[config.mk]
export PLATFORM = sky130hd
export DESIGN_NAME = ahb_lite_master_bridge_flat
export DESIGN_NICKNAME = d
export VERILOG_FILES = /design/src/rtl/ahb_lite_master_bridge_if.sv /design/src/rtl/ahb_lite_master_bridge.sv /design/src/flat_wrapper.sv
export SDC_FILE = /design/constraint.sdc
export NUM_CORES = 1
export LEC_CHECK = 0
export ABC_AREA = 1
export CAP_MARGIN = 20
export CORE_MARGIN = 10
export CORE_UTILIZATION = 39
export DETAILED_ROUTE_END_ITERATION = 8
export GPL_TIMING_DRIVEN = 0
export PLACE_DENSITY = 0.8
export SYNTH_ARGS = -nofsm -noshare
export SYNTH_HDL_FRONTEND = slang
export SYNTH_SLANG_ARGS = --single-unit
export TNS_END_PERCENT = 10
[constraint.sdc]
create_clock -name HCLK -period 5 [get_ports HCLK]
set_input_delay 1.25 -clock HCLK [delete_from_list [all_inputs] [get_ports HCLK]]
set_output_delay 1.25 -clock HCLK [all_outputs]
set_load 0.1 [all_outputs]
[src/rtl/ahb_lite_master_bridge_if.sv]
// Request/ack port and AHB-Lite master bus bundle for ahb_lite_master_bridge.
// master: bridge view; slave: requester plus AHB slave view.
interface ahb_lite_master_bridge_if #(
   parameter int ADDR_WIDTH = 32
);
   logic                  req;
   logic                  req_write;
   logic [1:0]            req_size;
   logic [ADDR_WIDTH-1:0] req_addr;
   logic [31:0]           req_wdata;
   logic                  ack;
   logic                  err;
   logic [31:0]           rdata;

   logic [31:0]           HADDR;
   logic [2:0]            HBURST;
   logic                  HMASTLOCK;
   logic [3:0]            HPROT;
   logic [2:0]            HSIZE;
   logic [1:0]            HTRANS;
   logic                  HWRITE;
   logic [31:0]           HWDATA;
   logic [31:0]           HRDATA;
   logic                  HREADY;
   logic                  HRESP;

   modport master (
      input  req, req_write, req_size, req_addr, req_wdata,
      output ack, err, rdata,
      output HADDR, HBURST, HMASTLOCK, HPROT, HSIZE,
      output HTRANS, HWRITE, HWDATA,
      input  HRDATA, HREADY, HRESP
   );

   modport slave (
      output req, req_write, req_size, req_addr, req_wdata,
      input  ack, err, rdata,
      input  HADDR, HBURST, HMASTLOCK, HPROT, HSIZE,
      input  HTRANS, HWRITE, HWDATA,
      output HRDATA, HREADY, HRESP
   );
endinterface

[src/rtl/ahb_lite_master_bridge.sv]
// Native req/ack to single AHB-Lite transfers, one outstanding at a time.
// Define AHB_MASTER_BRIDGE_ERR_EN to report slave ERROR responses on err.
module ahb_lite_master_bridge #(
   parameter int ADDR_WIDTH = 32
) (
   input  logic HCLK,
   input  logic HRESET,
   ahb_lite_master_bridge_if.master bus
);

   localparam logic [1:0] TR_IDLE   = 2'b00;
   localparam logic [1:0] TR_NONSEQ = 2'b10;

   typedef enum logic [1:0] {
      S_IDLE,
      S_ADDR,
      S_DATA
   } state_t;

   state_t      state_q;
   logic [31:0] haddr_q;
   logic [2:0]  hsize_q;
   logic [1:0]  htrans_q;
   logic        hwrite_q;
   logic [31:0] hwdata_q;
   logic [31:0] wdata_q;
   logic        ack_q;
   logic        err_q;
   logic [31:0] rdata_q;
`ifdef AHB_MASTER_BRIDGE_ERR_EN
   logic        errseen_q;
`endif

   logic        misal_d;
   logic [31:0] addr_d;

   assign addr_d = 32'(bus.req_addr);

   // Alignment check on the live request, used only on the sampling edge
   always_comb begin
      misal_d = 1'b0;
      unique case (bus.req_size)
         2'd0:    misal_d = 1'b0;
         2'd1:    misal_d = bus.req_addr[0];
         2'd2:    misal_d = |bus.req_addr[1:0];
         default: misal_d = 1'b1;
      endcase
   end

   // Transfer FSM; every bus and requester output is a register here
   always_ff @(posedge HCLK or posedge HRESET) begin
      if (HRESET) begin
         state_q   <= S_IDLE;
         haddr_q   <= '0;
         hsize_q   <= '0;
         htrans_q  <= TR_IDLE;
         hwrite_q  <= 1'b0;
         hwdata_q  <= '0;
         wdata_q   <= '0;
         ack_q     <= 1'b0;
         err_q     <= 1'b0;
         rdata_q   <= '0;
`ifdef AHB_MASTER_BRIDGE_ERR_EN
         errseen_q <= 1'b0;
`endif
      end else begin
         ack_q <= 1'b0;
         unique case (state_q)
            S_IDLE: begin
               // ack_q high means req is the old request still held
               if (bus.req && !ack_q) begin
                  wdata_q <= bus.req_wdata;
                  if (misal_d) begin
                     ack_q <= 1'b1;
                     err_q <= 1'b1;
                  end else begin
                     htrans_q <= TR_NONSEQ;
                     haddr_q  <= addr_d;
                     hwrite_q <= bus.req_write;
                     hsize_q  <= {1'b0, bus.req_size};
                     state_q  <= S_ADDR;
                  end
               end
            end
            S_ADDR: begin
               if (bus.HREADY) begin
                  htrans_q <= TR_IDLE;
                  if (hwrite_q) hwdata_q <= wdata_q;
`ifdef AHB_MASTER_BRIDGE_ERR_EN
                  errseen_q <= 1'b0;
`endif
                  state_q <= S_DATA;
               end
            end
            S_DATA: begin
`ifdef AHB_MASTER_BRIDGE_ERR_EN
               if (!bus.HREADY && bus.HRESP) errseen_q <= 1'b1;
               if (bus.HREADY) begin
                  ack_q   <= 1'b1;
                  state_q <= S_IDLE;
                  if (errseen_q) begin
                     err_q <= 1'b1;
                  end else begin
                     err_q <= 1'b0;
                     if (!hwrite_q) rdata_q <= bus.HRDATA;
                  end
               end
`else
               if (bus.HREADY) begin
                  ack_q   <= 1'b1;
                  err_q   <= 1'b0;
                  state_q <= S_IDLE;
                  if (!hwrite_q) rdata_q <= bus.HRDATA;
               end
`endif
            end
            default: state_q <= S_IDLE;
         endcase
      end
   end

   assign bus.HADDR     = haddr_q;
   assign bus.HBURST    = 3'b000;
   assign bus.HMASTLOCK = 1'b0;
   assign bus.HPROT     = 4'b0011;
   assign bus.HSIZE     = hsize_q;
   assign bus.HTRANS    = htrans_q;
   assign bus.HWRITE    = hwrite_q;
   assign bus.HWDATA    = hwdata_q;
   assign bus.ack       = ack_q;
   assign bus.err       = err_q;
   assign bus.rdata     = rdata_q;

endmodule

[src/flat_wrapper.sv]
// flat-port wrapper written by rule: the top's interface ports become plain ports
module ahb_lite_master_bridge_flat 
#(
   parameter int ADDR_WIDTH = 32
)
  (HCLK, HRESET, bus_req, bus_req_write, bus_req_size, bus_req_addr, bus_req_wdata, bus_ack, bus_err, bus_rdata, bus_HADDR, bus_HBURST, bus_HMASTLOCK, bus_HPROT, bus_HSIZE, bus_HTRANS, bus_HWRITE, bus_HWDATA, bus_HRDATA, bus_HREADY, bus_HRESP);
  ahb_lite_master_bridge_if #(.ADDR_WIDTH(ADDR_WIDTH)) bus_i ();
  input  logic HCLK;
  input  logic HRESET;
  input wire logic [$bits(bus_i.req)-1:0] bus_req;
  input wire logic [$bits(bus_i.req_write)-1:0] bus_req_write;
  input wire logic [$bits(bus_i.req_size)-1:0] bus_req_size;
  input wire logic [$bits(bus_i.req_addr)-1:0] bus_req_addr;
  input wire logic [$bits(bus_i.req_wdata)-1:0] bus_req_wdata;
  output wire logic [$bits(bus_i.ack)-1:0] bus_ack;
  output wire logic [$bits(bus_i.err)-1:0] bus_err;
  output wire logic [$bits(bus_i.rdata)-1:0] bus_rdata;
  output wire logic [$bits(bus_i.HADDR)-1:0] bus_HADDR;
  output wire logic [$bits(bus_i.HBURST)-1:0] bus_HBURST;
  output wire logic [$bits(bus_i.HMASTLOCK)-1:0] bus_HMASTLOCK;
  output wire logic [$bits(bus_i.HPROT)-1:0] bus_HPROT;
  output wire logic [$bits(bus_i.HSIZE)-1:0] bus_HSIZE;
  output wire logic [$bits(bus_i.HTRANS)-1:0] bus_HTRANS;
  output wire logic [$bits(bus_i.HWRITE)-1:0] bus_HWRITE;
  output wire logic [$bits(bus_i.HWDATA)-1:0] bus_HWDATA;
  input wire logic [$bits(bus_i.HRDATA)-1:0] bus_HRDATA;
  input wire logic [$bits(bus_i.HREADY)-1:0] bus_HREADY;
  input wire logic [$bits(bus_i.HRESP)-1:0] bus_HRESP;
  assign bus_i.req = bus_req;
  assign bus_i.req_write = bus_req_write;
  assign bus_i.req_size = bus_req_size;
  assign bus_i.req_addr = bus_req_addr;
  assign bus_i.req_wdata = bus_req_wdata;
  assign bus_ack = bus_i.ack;
  assign bus_err = bus_i.err;
  assign bus_rdata = bus_i.rdata;
  assign bus_HADDR = bus_i.HADDR;
  assign bus_HBURST = bus_i.HBURST;
  assign bus_HMASTLOCK = bus_i.HMASTLOCK;
  assign bus_HPROT = bus_i.HPROT;
  assign bus_HSIZE = bus_i.HSIZE;
  assign bus_HTRANS = bus_i.HTRANS;
  assign bus_HWRITE = bus_i.HWRITE;
  assign bus_HWDATA = bus_i.HWDATA;
  assign bus_i.HRDATA = bus_HRDATA;
  assign bus_i.HREADY = bus_HREADY;
  assign bus_i.HRESP = bus_HRESP;
  ahb_lite_master_bridge #(.ADDR_WIDTH(ADDR_WIDTH)) u_core (.HCLK(HCLK), .HRESET(HRESET), .bus(bus_i));
endmodule
==> metrics.md, run 1 <==
| Metric | Value |
|---|---|
| Result of the run | complete, no violations |
| Clock Path Buffers | 2 |
| Synth area leader | dfrtp_1 |
| Row count | 42 |
| Die area | 18800 µm² |
| Metal3 WL | 1760 µm |
| Final Setup Violations | 0 |
| R2R depth | 8 |
| Sequential fraction of the synthesis area | 0.636 |
| Tightest Hold Check Type | flip-flop to flip-flop |
| Vias | 4658 |
| Cell Area, Synth | 5350 µm² |
| Area growth from synthesis to layout | 55.2% |
| Non-Filler Instances | roughly 1000 |
| Max-slew headroom | 0.308 |
| Final Hold Fails | 0 |
| Crit-path cells | clkdlybuf4s50_1 |
| WHS Path Cells | 2 |
| Die width | 137 µm |
| Critical Path Fanout Max | 4 |
| Top sig layer | met4 |
| Hold_buf cts | 0 |
| Final min period | between 3 and 4 ns |
| Grt ovf | 0 |
| Resized cells post-CTS | 0 |
| RR Endpoint | u_core.bus.HADDR[13]$_DFFE_PP0P_ |
| Cts bufs inserted | 17 |
| Reg2Reg Setup Slack | about 3.6 ns |
| Post-CTS Setup Inserts | 0 |
| Syn Area/Cell | 9.19 µm² |
| Synth top area cells | dfrtp_1 64%, nand2_1 17%, nand3_1 7.0% |
| CP max stage cell | clkdlybuf4s50_1 |
| Post-DR wirelength/cell | 16.1 µm |
| # IOs | 216 |
| Number of routed nets with antenna violations | 0 |
| Vias/cell | 4.64 |
| CP Buf/Inv Count | 1 |
| WL met2 | about 7700 µm |
| DRT Pass-1 Iters | 4 |
| Synth top area share | 0.636 |
| N_diodes | 0 |
| Die height | 137 µm |
| Cells after Synth | approximately 580 |
| First-pass GRT wire length | 25200 µm |
| Worst-Skew Late Latency | 0.41 ns |
| Worst-path clk slew | 0.06 ns |
| Clock sinks | 136 |
| Worst reg2reg startpoint | u_core.state_q[1]$_DFFE_PP0P_ |
| Critical path startpoint category | flip-flop |
| DP HPWL | 12100 µm |
| Vias in the first global route | roughly 4800 |
| Fin nets | 918 |
| Arr. time, crit path | 2.04 ns |
| Path type of the worst setup path | flip-flop to output port |
| H-tree depth | 4 |
| Dpl cells | between 900 and 1000 |
| Worst-margin pin slew | 1.03 ns |
| Top delay family on crit path | buffers and inverters |
| FILL cells | 1138 |
| Antenna violations before repair | 0 |
| Pin count of the biggest net entering global routing | 99 |
| HP Start | u_core.bus.HWDATA[28]$_DFFE_PP0P_ |
| Synth Warn # | 0 |
| Worst Skew | 0.00576 ns |
| WHS Endpoint | u_core.bus.HWDATA[28]$_DFFE_PP0P_ |
| Total GRT Usage | 0.173 |
| Met1 wire length | 6560 µm |
| Fmax | 0.304 GHz |
| Maxcap violations | 0 |
| IO Port Bufs | 204 |
| CTS Root Cell | clkbuf_16 |
| CTS tree | done |
| GP Congestion | between 0.8 and 0.9 |
| Final Max Slew Viols | 0 |
| RSZ-0062 raised after global routing | false |
| Count of state elements after synthesis | 136 |
| Total Routed Length | around 16000 µm |
| Slowest stage delay, CP | 1.19 ns |
| DRC | 0 |
| Initial DRC Count | 271 |
| Ratio of cells with drive above 1 in the final layout | 0.100 |
| Core footprint | 13300 µm² |
| Initial Util | 0.401 |
| CP Data Required Time | 3.75 ns |
| Unique masters post-synth | 19 |
| Tcrit/Tclk final | 0.658 |
| Worst path depth | 1 |
| Setup crit end kind | output port |
worst max path at each step:
stage	from	endpoint
2_1_floorplan	HRESET	u_core.bus.HADDR[0]$_DFFE_PP0P_
3_3_place_gp	HRESET	u_core.bus.HADDR[18]$_DFFE_PP0P_
3_5_place_dp	u_core.bus.HWRITE$_DFFE_PP0P_	bus_HWRITE
4_1_cts	u_core.bus.HWRITE$_DFFE_PP0P_	bus_HWRITE
5_1_grt	u_core.bus.HWRITE$_DFFE_PP0P_	bus_HWRITE
6_report	u_core.bus.HWRITE$_DFFE_PP0P_	bus_HWRITE
layout by cell type, fill, tap and decap left out:
cell type        count
nor3_2               1
clkbuf_8             2
buf_16               1
clkinv_2             5
o21ai_1             23
clkinv_4             1
buf_6                2
nor2_4               1
dfrtp_1            136
clkbuf_16           17
nor2_1               1
buf_2               26
o31ai_1              1
inv_1               29
clkinvlp_4           3
bufinv_16            4
nor2_2               2
clkbuf_1             3
inv_2                4
nand2_1            236
inv_6                1
nand3_1             75
nand2_2              2
conb_1              10
a21oi_1              1
buf_4               11
clkdlybuf4s50_1    204
o21ai_0             25
sequential cells by signal, summed over array words and instances (netlist names):
name / flops
u_core.bus.HWDATA: 32
u_core.bus.HADDR: 32
u_core.bus.HWRITE: 1
u_core.wdata_q: 32
u_core.bus.err: 1
u_core.bus.rdata: 32
u_core.bus.HTRANS: 1
u_core.bus.ack: 1
u_core.state_q: 2
u_core.bus.HSIZE: 2
stage by stage:
stage / cell area [µm²] / worst slack (ns) / utilization / hold slack (ns) / TNS, ns
3_3_place_gp: 7640 / -1.86 / 0.572 / 0.452 / -250.89
4_1_cts: 8300 / 1.66 / 0.622 / 0.472 / 0
3_5_place_dp: 7670 / 2.12 / 0.575 / 0.457 / 0
5_1_grt: 8300 / 1.64 / 0.622 / 0.484 / 0
2_1_floorplan: 5380 / 0.111 / - / 0.443 / 0
6_report: 8300 / 1.71 / 0.622 / 0.466 / 0
cell type report:
class / count / area [µm²] / share of cell area
plain buffers: 42 / 246 / 0.0297
repair buffers: 205 / 2070 / 0.249
clock inverters: 13 / 176 / 0.0212
clock buffers: 19 / 453 / 0.0546
inverters: 34 / 133 / 0.0160
flip-flops and latches: 136 / 3400 / 0.410
multi-input cells: 378 / 1600 / 0.193
well taps: 176 / 220 / 0.0265
logic make-up after synthesis:
| group | synth area share |
|---|---|
| buffers and inverters | 0.0699 |
| AO/OA/AOI/OAI | 0.0473 |
| AND/OR/NAND/NOR | 0.245 |
| flip-flops | 0.636 |
| other | 0.00140 |
metal layers:
layer	up-vias	GRT usage
li1	2272	-
met1	2211	0.202
met5	-	0
met3	13	0.0825
met4	0	0.0498
met2	162	0.277
synth_stat cells:
cell type,count
nand3_1,75
o21ai_1,23
dfrtp_1,136
nor2_4,1
clkbuf_1,3
nand2_2,2
nor2_2,2
nor3_2,1
inv_1,30
nand2_1,236
inv_2,4
buf_6,2
o21ai_0,25
nor2_1,1
a21oi_1,1
conb_1,2
o31ai_1,1
buf_4,11
buf_2,26
Power of run 1 is left out: the tool's default activity adds up to more than one toggle a clock period on the data nets, which glitch-free logic cannot reach.
==> inputs of run 2 (changes only) <==
- CORE_UTILIZATION: 39 -> 43
- PLACE_DENSITY: 0.8 -> 0.84
- clock period: 5 -> 3.27 ns (I/O delays scaled with it)
==> metrics.md, run 2 (synthesis results as in run 1) <==
| Metric | Value |
|---|---|
| Final Max Slew Viols | 0 (unchanged) |
| Tcrit/Tclk final | 0.878 |
| Ratio of cells with drive above 1 in the final layout | 0.100 (-0.000121) |
| Clock Path Buffers | 2 (unchanged) |
| Met1 usage | 0.216 (+0.0142) |
| Worst-path clk slew | 0.05 ns (about the same) |
| Arr. time, crit path | 2.05 ns (about the same) |
| Number of routed nets with antenna violations | 0 (unchanged) |
| Worst reg2reg startpoint | u_core.state_q[1]$_DFFE_PP0P_ |
| Top delay family on crit path | buffers and inverters |
| Final min period | 2.87 ns |
| Path type of the worst setup path | flip-flop to output port |
| Reg area | 3400 µm² (unchanged) |
| Pin count of the biggest net entering global routing | 38 (-62%) |
| CP Buf/Inv Count | 1 (unchanged) |
| Die area | 17300 µm² (-8.0%) |
| Post-CTS Setup Inserts | 0 (unchanged) |
| H-tree depth | 4 (unchanged) |
| N_diodes | 0 (unchanged) |
| Grt ovf | 0 (unchanged) |
| HP Start | u_core.bus.rdata[1]$_DFFE_PP0P_ |
| CP max stage cell | clkdlybuf4s50_1 |
| Critical Path Fanout Max | 4 (unchanged) |
| Critical path startpoint category | flip-flop |
| Met2 GRT Util | 0.308 (+0.0309) |
| Tightest Hold Check Type | flip-flop to flip-flop |
| Die width | 132 µm (-4.1%) |
| Vias in the first global route | 4952 (+4.0%) |
| # IOs | 216 (unchanged) |
| Fmax | 0.348 GHz |
| Worst Skew | 0.00969 ns (+0.00393 ns) |
| CTS Root Cell | clkbuf_16 |
| Total GRT Usage | 0.191 (+0.0180) |
| R2R depth | 5 (-3) |
| Worst-margin pin slew | 1.09 ns (+0.0511 ns) |
| RR Endpoint | u_core.wdata_q[6]$_DFFE_PP0P_ |
| Fin nets | 920 (+0.22%) |
| Global routing usage on met3 | 0.0903 (+0.00784) |
| Antenna violations before repair | 0 (unchanged) |
| Vias | 4719 (+1.3%) |
| Max-slew headroom | 0.274 (-0.0342) |
| IO Port Bufs | 204 (unchanged) |
| Resized cells post-CTS | 0 (unchanged) |
| Area growth from synthesis to layout | 56.0% |
| Final Hold Fails | 0 (unchanged) |
| CP Data Required Time | 2.45 ns (-1.30 ns) |
| Reg2Reg Setup Slack | 1.77 ns (-1.79 ns) |
| RSZ-0062 raised after global routing | false |
| Setup crit end kind | output port |
| Area of the multi-input gates | 1600 µm² (unchanged) |
| Post-DR wirelength/cell | 16.3 µm (+1.2%) |
| Worst-Skew Late Latency | 0.42 ns (about the same) |
| Crit-path cells | clkdlybuf4s50_1 |
| Die height | 132 µm (-4.1%) |
| DRT Pass-1 Iters | 4 (unchanged) |
| CTS tree | done |
| Clock sinks | 136 (unchanged) |
| Vias/cell | 4.74 (+2.0%) |
| Hold_buf cts | 0 (unchanged) |
| Most frequent cells in the layout | 236 x nand2_1, 204 x clkdlybuf4s50_1, 136 x dfrtp_1, 75 x nand3_1, 29 x inv_1 |
| Setup TNS | 0 ns (unchanged) |
| FILL cells | 965 (-15%) |
| Cts bufs inserted | 17 (unchanged) |
| Core footprint | 12100 µm² (-9.3%) |
| WHS Endpoint | u_core.bus.rdata[1]$_DFFE_PP0P_ |
| Most common cell after layout, fill and taps aside | nand2_1 |
| First-pass GRT wire length | 26400 µm (+4.7%) |
| Result of the run | complete, no violations |
| Initial DRC Count | 274 (+1.1%) |
| DP HPWL | 12200 µm (+0.73%) |
| DRC | 0 (unchanged) |
| Final Setup Violations | 0 (unchanged) |
| Total Routed Length | 16300 µm (+0.51%) |
| GP Congestion | 0.783 (-4.7%) |
| Critical path launch point | u_core.bus.HWRITE$_DFFE_PP0P_ |
| Row count | 40 (-4.8%) |
| Initial Util | 0.442 (+0.0409) |
| WHS Path Cells | 2 (unchanged) |
| Gr busiest metal | met2 |
| Maxcap violations | 0 (unchanged) |
| Fin util | 0.689 (+0.0669) |
| Slowest stage delay, CP | 1.20 ns (about the same) |
run 2: layer usage:
| layer | share of wire | routed length, µm |
|---|---|---|
| met4 | 0.018 | 298 |
| met5 | 0 | 0 |
| met2 | 0.48 | 7800 |
| met1 | 0.41 | 6650 |
| met3 | 0.094 | 1530 |
run 2: area by class of cell:
type	instances	share of cell area
clock buffer	24	0.0613
sequential	136	0.408
timing repair buffer	207	0.252
inverter	34	0.0157
multi-input combinational	378	0.192
clock inverter	7	0.0165
tap	168	0.0252
buffer	42	0.0295
run 2: worst max path at each step:
stage,depth (start not counted),to
floorplan,1,u_core.bus.HADDR[0]$_DFFE_PP0P_
global placement,2,u_core.bus.HADDR[18]$_DFFE_PP0P_
detailed placement,5,u_core.bus.HADDR[18]$_DFFE_PP0P_
CTS,1,bus_HWRITE
global route,1,bus_HWRITE
finish,1,bus_HWRITE
run 2: stage by stage:
step | hold WS (ns) | std cells | setup slack, ns | area (µm²)
after floorplan | 0.443 | 590 | 0.759 | 5380
after global placement | 0.452 | 962 | -0.495 | 7630
after detailed placement | 0.457 | 965 | 0.755 | 7690
after CTS | 0.471 | 996 | 0.375 | 8340
after global routing | 0.486 | 996 | 0.351 | 8340
final | 0.467 | 996 | 0.400 | 8340
Power of run 2 is left out for the same reason.
